## src/rtl/stack_pop_sequencer_pkg.sv

```systemverilog
// Shared definitions for the return-instruction pop sequencer: state encoding,
// mode constants and width helpers reused by the hazard unit.
package stack_pop_sequencer_pkg;

    typedef enum logic [2:0] {
        ST_IDLE   = 3'd0,
        ST_LEAD   = 3'd1,
        ST_POP_F  = 3'd2,
        ST_POP_P  = 3'd3,
        ST_COMMIT = 3'd4,
        ST_DONE   = 3'd5
    } seq_state_t;

    localparam logic MODE_RET = 1'b0;
    localparam logic MODE_RTI = 1'b1;

    // Bits needed to index 0..n-1, never less than one.
    function automatic int unsigned width_for(input int unsigned n);
        return (n <= 1) ? 1 : $clog2(n);
    endfunction

    function automatic int unsigned max_u(input int unsigned a, input int unsigned b);
        return (a > b) ? a : b;
    endfunction

endpackage

```

## src/rtl/stack_pop_sequencer.sv

```systemverilog
// Multi-cycle RTI/RET sequencer: drains the pipeline, pops flag then PC words,
// strobes the write-backs and pulses done. One FSM, one shared step counter.
module stack_pop_sequencer
    import stack_pop_sequencer_pkg::*;
#(
    parameter int unsigned LEAD_CYCLES = 2,
    parameter int unsigned N_FLAG_SEGS = 1,
    parameter int unsigned N_PC_SEGS   = 2,
    parameter int unsigned SEG_IDX_W   = width_for(N_FLAG_SEGS + N_PC_SEGS)
) (
    input  logic                 clk,
    input  logic                 rst,
    input  logic                 start,
    input  logic                 mode,
    input  logic                 imm,
    input  logic                 stall,
    output logic                 busy,
    output logic                 pop,
    output logic [SEG_IDX_W-1:0] pop_segment,
    output logic                 write_flags,
    output logic                 write_pc,
    output logic                 inc_pc,
    output logic                 done
);

    localparam int unsigned N_SEGS = N_FLAG_SEGS + N_PC_SEGS;
    localparam int unsigned CNT_W  = width_for(max_u(LEAD_CYCLES, N_SEGS) + 1);

    localparam logic [CNT_W-1:0] LEAD_LAST =
        CNT_W'((LEAD_CYCLES > 0) ? LEAD_CYCLES - 1 : LEAD_CYCLES);
    localparam logic [CNT_W-1:0] FLAG_LAST = CNT_W'(N_FLAG_SEGS - 1);
    localparam logic [CNT_W-1:0] PC_FIRST  = CNT_W'(N_FLAG_SEGS);
    localparam logic [CNT_W-1:0] PC_LAST   = CNT_W'(N_SEGS - 1);

    seq_state_t       r_state, w_state_nxt;
    logic [CNT_W-1:0] r_cnt, w_cnt_nxt;
    logic             r_mode, w_mode_nxt;
    logic             r_imm, w_imm_nxt;

    always_ff @(posedge clk or posedge rst) begin
        if (rst) begin
            r_state <= ST_IDLE;
            r_cnt   <= '0;
            r_mode  <= MODE_RET;
            r_imm   <= 1'b0;
        end else begin
            r_state <= w_state_nxt;
            r_cnt   <= w_cnt_nxt;
            r_mode  <= w_mode_nxt;
            r_imm   <= w_imm_nxt;
        end
    end

    always_comb begin
        w_state_nxt = r_state;
        w_cnt_nxt   = r_cnt;
        w_mode_nxt  = r_mode;
        w_imm_nxt   = r_imm;

        unique case (r_state)
            ST_IDLE: begin
                if (start) begin
                    w_mode_nxt = mode;
                    w_imm_nxt  = imm;
                    if (LEAD_CYCLES > 0) begin
                        w_state_nxt = ST_LEAD;
                        w_cnt_nxt   = '0;
                    end else if (mode == MODE_RTI) begin
                        w_state_nxt = ST_POP_F;
                        w_cnt_nxt   = '0;
                    end else begin
                        w_state_nxt = ST_POP_P;
                        w_cnt_nxt   = PC_FIRST;
                    end
                end
            end
            ST_LEAD: begin
                w_imm_nxt = r_imm | imm;
                if (!stall) begin
                    if (r_cnt == LEAD_LAST) begin
                        // RET skips the flag words but keeps PC indices fixed.
                        w_state_nxt = (r_mode == MODE_RTI) ? ST_POP_F : ST_POP_P;
                        w_cnt_nxt   = (r_mode == MODE_RTI) ? '0 : PC_FIRST;
                    end else begin
                        w_cnt_nxt = r_cnt + 1'b1;
                    end
                end
            end
            ST_POP_F: begin
                w_imm_nxt = r_imm | imm;
                if (!stall) begin
                    w_cnt_nxt = r_cnt + 1'b1;
                    if (r_cnt == FLAG_LAST) w_state_nxt = ST_POP_P;
                end
            end
            ST_POP_P: begin
                w_imm_nxt = r_imm | imm;
                if (!stall) begin
                    if (r_cnt == PC_LAST) begin
                        w_state_nxt = ST_COMMIT;
                        w_cnt_nxt   = '0;
                    end else begin
                        w_cnt_nxt = r_cnt + 1'b1;
                    end
                end
            end
            ST_COMMIT: begin
                w_imm_nxt = r_imm | imm;
                if (!stall) w_state_nxt = ST_DONE;
            end
            ST_DONE: begin
                w_state_nxt = ST_IDLE;
                w_imm_nxt   = 1'b0;
            end
            default: begin
                w_state_nxt = ST_IDLE;
                w_cnt_nxt   = '0;
                w_imm_nxt   = 1'b0;
            end
        endcase
    end

    // Outputs decode from registered state; stall only masks the strobes.
    always_comb begin
        busy        = (r_state != ST_IDLE);
        pop         = 1'b0;
        pop_segment = '0;
        write_flags = 1'b0;
        write_pc    = 1'b0;
        inc_pc      = 1'b0;
        done        = 1'b0;

        unique case (r_state)
            ST_POP_F: begin
                pop         = !stall;
                pop_segment = SEG_IDX_W'(r_cnt);
            end
            ST_POP_P: begin
                pop         = !stall;
                pop_segment = SEG_IDX_W'(r_cnt);
                write_flags = !stall && (r_mode == MODE_RTI) && (r_cnt == PC_FIRST);
            end
            ST_COMMIT: begin
                write_pc = !stall;
                inc_pc   = !stall && r_imm;
            end
            ST_DONE: done = 1'b1;
            default: ;
        endcase
    end

endmodule
```

## config.mk

```make
export PLATFORM = sky130hd
export DESIGN_NAME = stack_pop_sequencer
export DESIGN_NICKNAME = d
export VERILOG_FILES = /design/src/rtl/stack_pop_sequencer_pkg.sv /design/src/rtl/stack_pop_sequencer.sv
export SDC_FILE = /design/constraint.sdc
export NUM_CORES = 1
export LEC_CHECK = 0
export ABC_AREA = 1
export BUFFER_PORTS_ARGS = -buffer_cell sky130_fd_sc_hd__buf_2
export CAP_MARGIN = 10
export CORE_MARGIN = 5
export CORE_UTILIZATION = 47
export DETAILED_ROUTE_END_ITERATION = 10
export GPL_TIMING_DRIVEN = 1
export PLACE_DENSITY_LB_ADDON = 0.1
export SYNTH_ARGS = -nofsm -noshare
export SYNTH_HDL_FRONTEND = slang
export SYNTH_SLANG_ARGS = --single-unit
```

## constraint.sdc

```tcl
create_clock -name clk -period 1.45 [get_ports clk]
set_clock_uncertainty 0.15 [all_clocks]
set_input_delay 0.145 -clock clk [delete_from_list [all_inputs] [get_ports clk]]
set_output_delay 0.145 -clock clk [all_outputs]
set_load 0.01 [all_outputs]
```

==> flow_summary_export.csv <==
group,metric,value,unit
placed_design,dpl.hpwl,1359,µm
timing,worst_slack,-0.2128,ns
power_and_ir_drop,p_leak,0.6262,nW
timing,worst_pin_slew,0.2576,ns
finish,postLayoutCoreUtil,0.8601,
worst_setup_path,worstSetupEndpointType,"flip-flop",
floorplanning,die_height,48.30,µm
finish,syn_to_final_growth,68.42,%
synthesis,synth_fa_ha_area_frac,0.09074,
floorplanning,row_count,13,
worst_setup_path,critical_path_arrival,1.66,ns
floorplanning,design.core.area,1350,µm²
synthesis,synth-seq-area-share,0.2541,
hold_path,worst_hold_path_type,"in2reg",
floorplanning,fp.dieArea,2333,µm²
synthesis,synthXorXnorAreaFrac,0.01270,
synthesis,postSynthAreaPerCell,6.759,µm²
worst_setup_path,endpoint,"r_state[1]",
finish,fin_nets,163,
clocking,clk_pin_slew_worst_paths,0.06,ns
worst_setup_path,worst_ep_required_time,1.45,ns
finish,antenna_cells_inserted,0,
timing,timing.setup.tns,-1.958,ns
routing,first_iter_violations,52,
placed_design,portBuffers,13,
worst_setup_path,timing.critical_path.from_type,"flip-flop",
clocking,cts-buffers-inserted,3,
power_and_ir_drop,switching_share,0.4817,
floorplanning,initial_core_util,0.5107,
clocking,clock_tree.htree_level_count,1,
clocking,clock_tree.root_cell,"sky130_fd_sc_hd__clkbuf_4",
finish,final_cell_count_no_fill,166,
placed_design,final_weighted_congestion_of_routability_driven_global_placement,0.8432,
power_and_ir_drop,power.density_cell_area,2184,nW/µm²
status,status,"complete, but fails checks",
status,failed_checks,"setup timing",
synthesis,yosys_warnings,0,
power_and_ir_drop,cellInternalPower,1.314,mW
power_and_ir_drop,pwr-share-comb,0.768,
finish,fill_cells,74,
routing,antenna_violating_nets_post_route,0,
power_and_ir_drop,switchingPower,1.221,mW
timing,slew_headroom,0.8281,
worst_setup_path,critical_path.max_fanout,5,
placed_design,placement.setup.worst_slack,-0.05025,ns
clocking,cts_tree,"built",
timing,post-route-period-util,1.147,
timing,final.min_clock_period,1.663,ns
synthesis,synthCells,102,
global_routing,antenna_found_initial,0,
clocking,total_number_of_clock_tree_sinks,7,
synthesis,synth_top_family_by_area,"simple AND/OR/NAND/NOR gates",
routing,postRouteWirelength,2620,µm
synthesis,synthSimpleGateAreaFrac,0.4574,
floorplanning,design.portCount,14,
synthesis,mappedNetlistArea,689.4,µm²
routing,routed_via_density,5.590,
routing,post_drt_wl_per_cell,15.78,µm
routing,first_pass_iters,5,
worst_setup_path,critical_path.startpoint,"r_state[0]",
global_routing,grtUsageTotal,0.1886,
timing,fmax,0.6014,GHz
timing,setup-violations-final,14,
timing,count_of_pins_over_their_slew_limit,0,
power_and_ir_drop,fin_total_pwr,2.536,mW
global_routing,grt_max_degree,9,
power_and_ir_drop,pwr-share-clk,0.072,
synthesis,area_fraction_in_compound_gates_after_synthesis,0.05082,
timing,rsz0062_at_grt,"yes",
power_and_ir_drop,pwr-share-seq,0.160,
clocking,clk_latency,0.26,ns
worst_setup_path,worst_r2r_endpoint,"r_state[1]",
global_routing,globalRouteOverflowTotal,0,
worst_setup_path,r2r_slack,-0.21,ns
global_routing,grt_pass1_vias,824,
placed_design,place.detailed.instances,143,
worst_setup_path,rr_worst_depth,10,
synthesis,synthMuxAreaShare,0,
floorplanning,die_w,48.30,µm
routing,detail_route.drc_violations,0,
worst_setup_path,worstReg2RegStart,"r_state[0]",
synthesis,synth_nets,113,
power_and_ir_drop,vdd_ir_max,1.254,mV
routing,detailroute.via_count,928,
synthesis,ys_types,21,
timing,final_hold_viol_count,0,
global_routing,grt_pass1_wl,3553,µm
clocking,clockBufferDepth,2,
job,max_cap_violations,0,
synthesis,synth.ff_latch_count,7,
worst_setup_path,worst-setup-path-type,"reg2reg",
finish,drive_above_1_share,0.5695,
[what timing repair did]
action	CTS	global route
resized for setup	20	15
hold buffers	2	0
endpoints found under the setup margin	13	15
buffers inserted	15	2
pin swaps	9	8
hold endpoints to repair	8	0
[cell type report]
class	count	area, µm²	area share
multi-input combinational	76	520.5	0.4483
sequential	7	178.9	0.1541
clock buffer	4	26.28	0.02263
inverter	15	61.31	0.05280
tap	15	18.77	0.01616
timing repair buffer	49	355.3	0.3060
[cell families after synthesis]
kind of cell	after synthesis
adder cells (fa/ha/maj)	5
XOR/XNOR	1
AND/OR/NAND/NOR	64
buffers and inverters	19
AO/OA/AOI/OAI	6
flip-flops	7
[metal layers]
metal	wire length, µm	share of wire	track usage	vias up
li1	-	-	-	420
met1	977	0.37	0.2152	419
met2	1263	0.48	0.3000	61
met5	0	0	0	-
met4	189	0.072	0.1106	0
met3	190	0.073	0.06422	28
[cell usage after synthesis]
cell type	number	area, µm²
sky130_fd_sc_hd__nand2_2	4	25.02
sky130_fd_sc_hd__nand2_1	26	97.59
sky130_fd_sc_hd__a21oi_2	1	8.760
sky130_fd_sc_hd__ha_1	5	62.56
sky130_fd_sc_hd__dfrtp_1	7	175.2
sky130_fd_sc_hd__a21oi_1	2	10.01
sky130_fd_sc_hd__nor2_2	3	18.77
sky130_fd_sc_hd__nor2_4	3	33.78
sky130_fd_sc_hd__buf_6	2	22.52
sky130_fd_sc_hd__nor2_1	8	30.03
sky130_fd_sc_hd__o21ai_0	2	10.01
sky130_fd_sc_hd__inv_1	14	52.55
sky130_fd_sc_hd__clkbuf_1	1	3.750
sky130_fd_sc_hd__nor3_1	2	10.01
sky130_fd_sc_hd__buf_4	1	7.510
sky130_fd_sc_hd__a31oi_1	1	6.260
sky130_fd_sc_hd__nand3_1	13	65.06
sky130_fd_sc_hd__xor2_1	1	8.760
sky130_fd_sc_hd__inv_4	1	6.260
sky130_fd_sc_hd__nand3_2	1	10.01
sky130_fd_sc_hd__nand4_1	4	25.02
[critical path: stages (launching register included)]
cell and delay, ns:
sky130_fd_sc_hd__dfrtp_2 0.47, sky130_fd_sc_hd__nand2_2 0.11, sky130_fd_sc_hd__nor2_4 0.05, sky130_fd_sc_hd__buf_4 0.13, sky130_fd_sc_hd__buf_4 0.12, sky130_fd_sc_hd__nand2_2 0.05
sky130_fd_sc_hd__nand2_2 0.06, sky130_fd_sc_hd__nor2_4 0.18, sky130_fd_sc_hd__nand2_2 0.08, sky130_fd_sc_hd__nand2_1 0.09, sky130_fd_sc_hd__nand2_1 0.06
[power by group through the flow]
stage / logic [mW] / clock network, mW / registers, mW
2_1_floorplan: 0.901 / 0 / 0.333
3_3_place_gp: 1.24 / 0 / 0.400
3_5_place_dp: 1.26 / 0 / 0.399
4_1_cts: 1.66 / 0.185 / 0.388
5_1_grt: 2.12 / 0.197 / 0.410
6_report: 1.95 / 0.184 / 0.405
[state kept, by name, indices dropped and copies added, names as in the netlist]
register,cells
r_cnt,2
r_imm,1
r_mode,1
r_state,3
[cells in the final DEF, fill, tap and decap left out, drive strengths merged]
| cell | n |
|---|---|
| nand2 | 30 |
| dfrtp | 7 |
| o21ai | 2 |
| xor2 | 1 |
| nor3 | 2 |
| nand3 | 14 |
| clkbuf | 4 |
| inv | 15 |
| nand4 | 4 |
| dlygate4sd3 | 2 |
| ha | 5 |
| nor2 | 14 |
| a21oi | 3 |
| buf | 47 |
| a31oi | 1 |
[through the flow]
| step | cell area, µm² | hold slack [ns] |
|---|---|---|
| 3_5_place_dp | 867.1 | -0.06791 |
| 3_3_place_gp | 867.1 | -0.06242 |
| 2_1_floorplan | 689.4 | -0.2016 |
| 6_report | 1161 | 0.05999 |
| 5_1_grt | 1161 | 0.09694 |
| 4_1_cts | 1090 | 0.03962 |
[worst min path at each step]
stage / start / end / slack, ns / depth (start not counted)
5_1_grt: imm / r_imm / 0.1 / 3
3_3_place_gp: rst / r_cnt[1] / -0.06 / 2
3_5_place_dp: rst / r_mode / -0.07 / 2
4_1_cts: imm / r_imm / 0.04 / 3
2_1_floorplan: rst / r_cnt[0] / -0.20 / 1
6_report: imm / r_imm / 0.06 / 3
No activity file was read; power rests on OpenSTA's default activity.
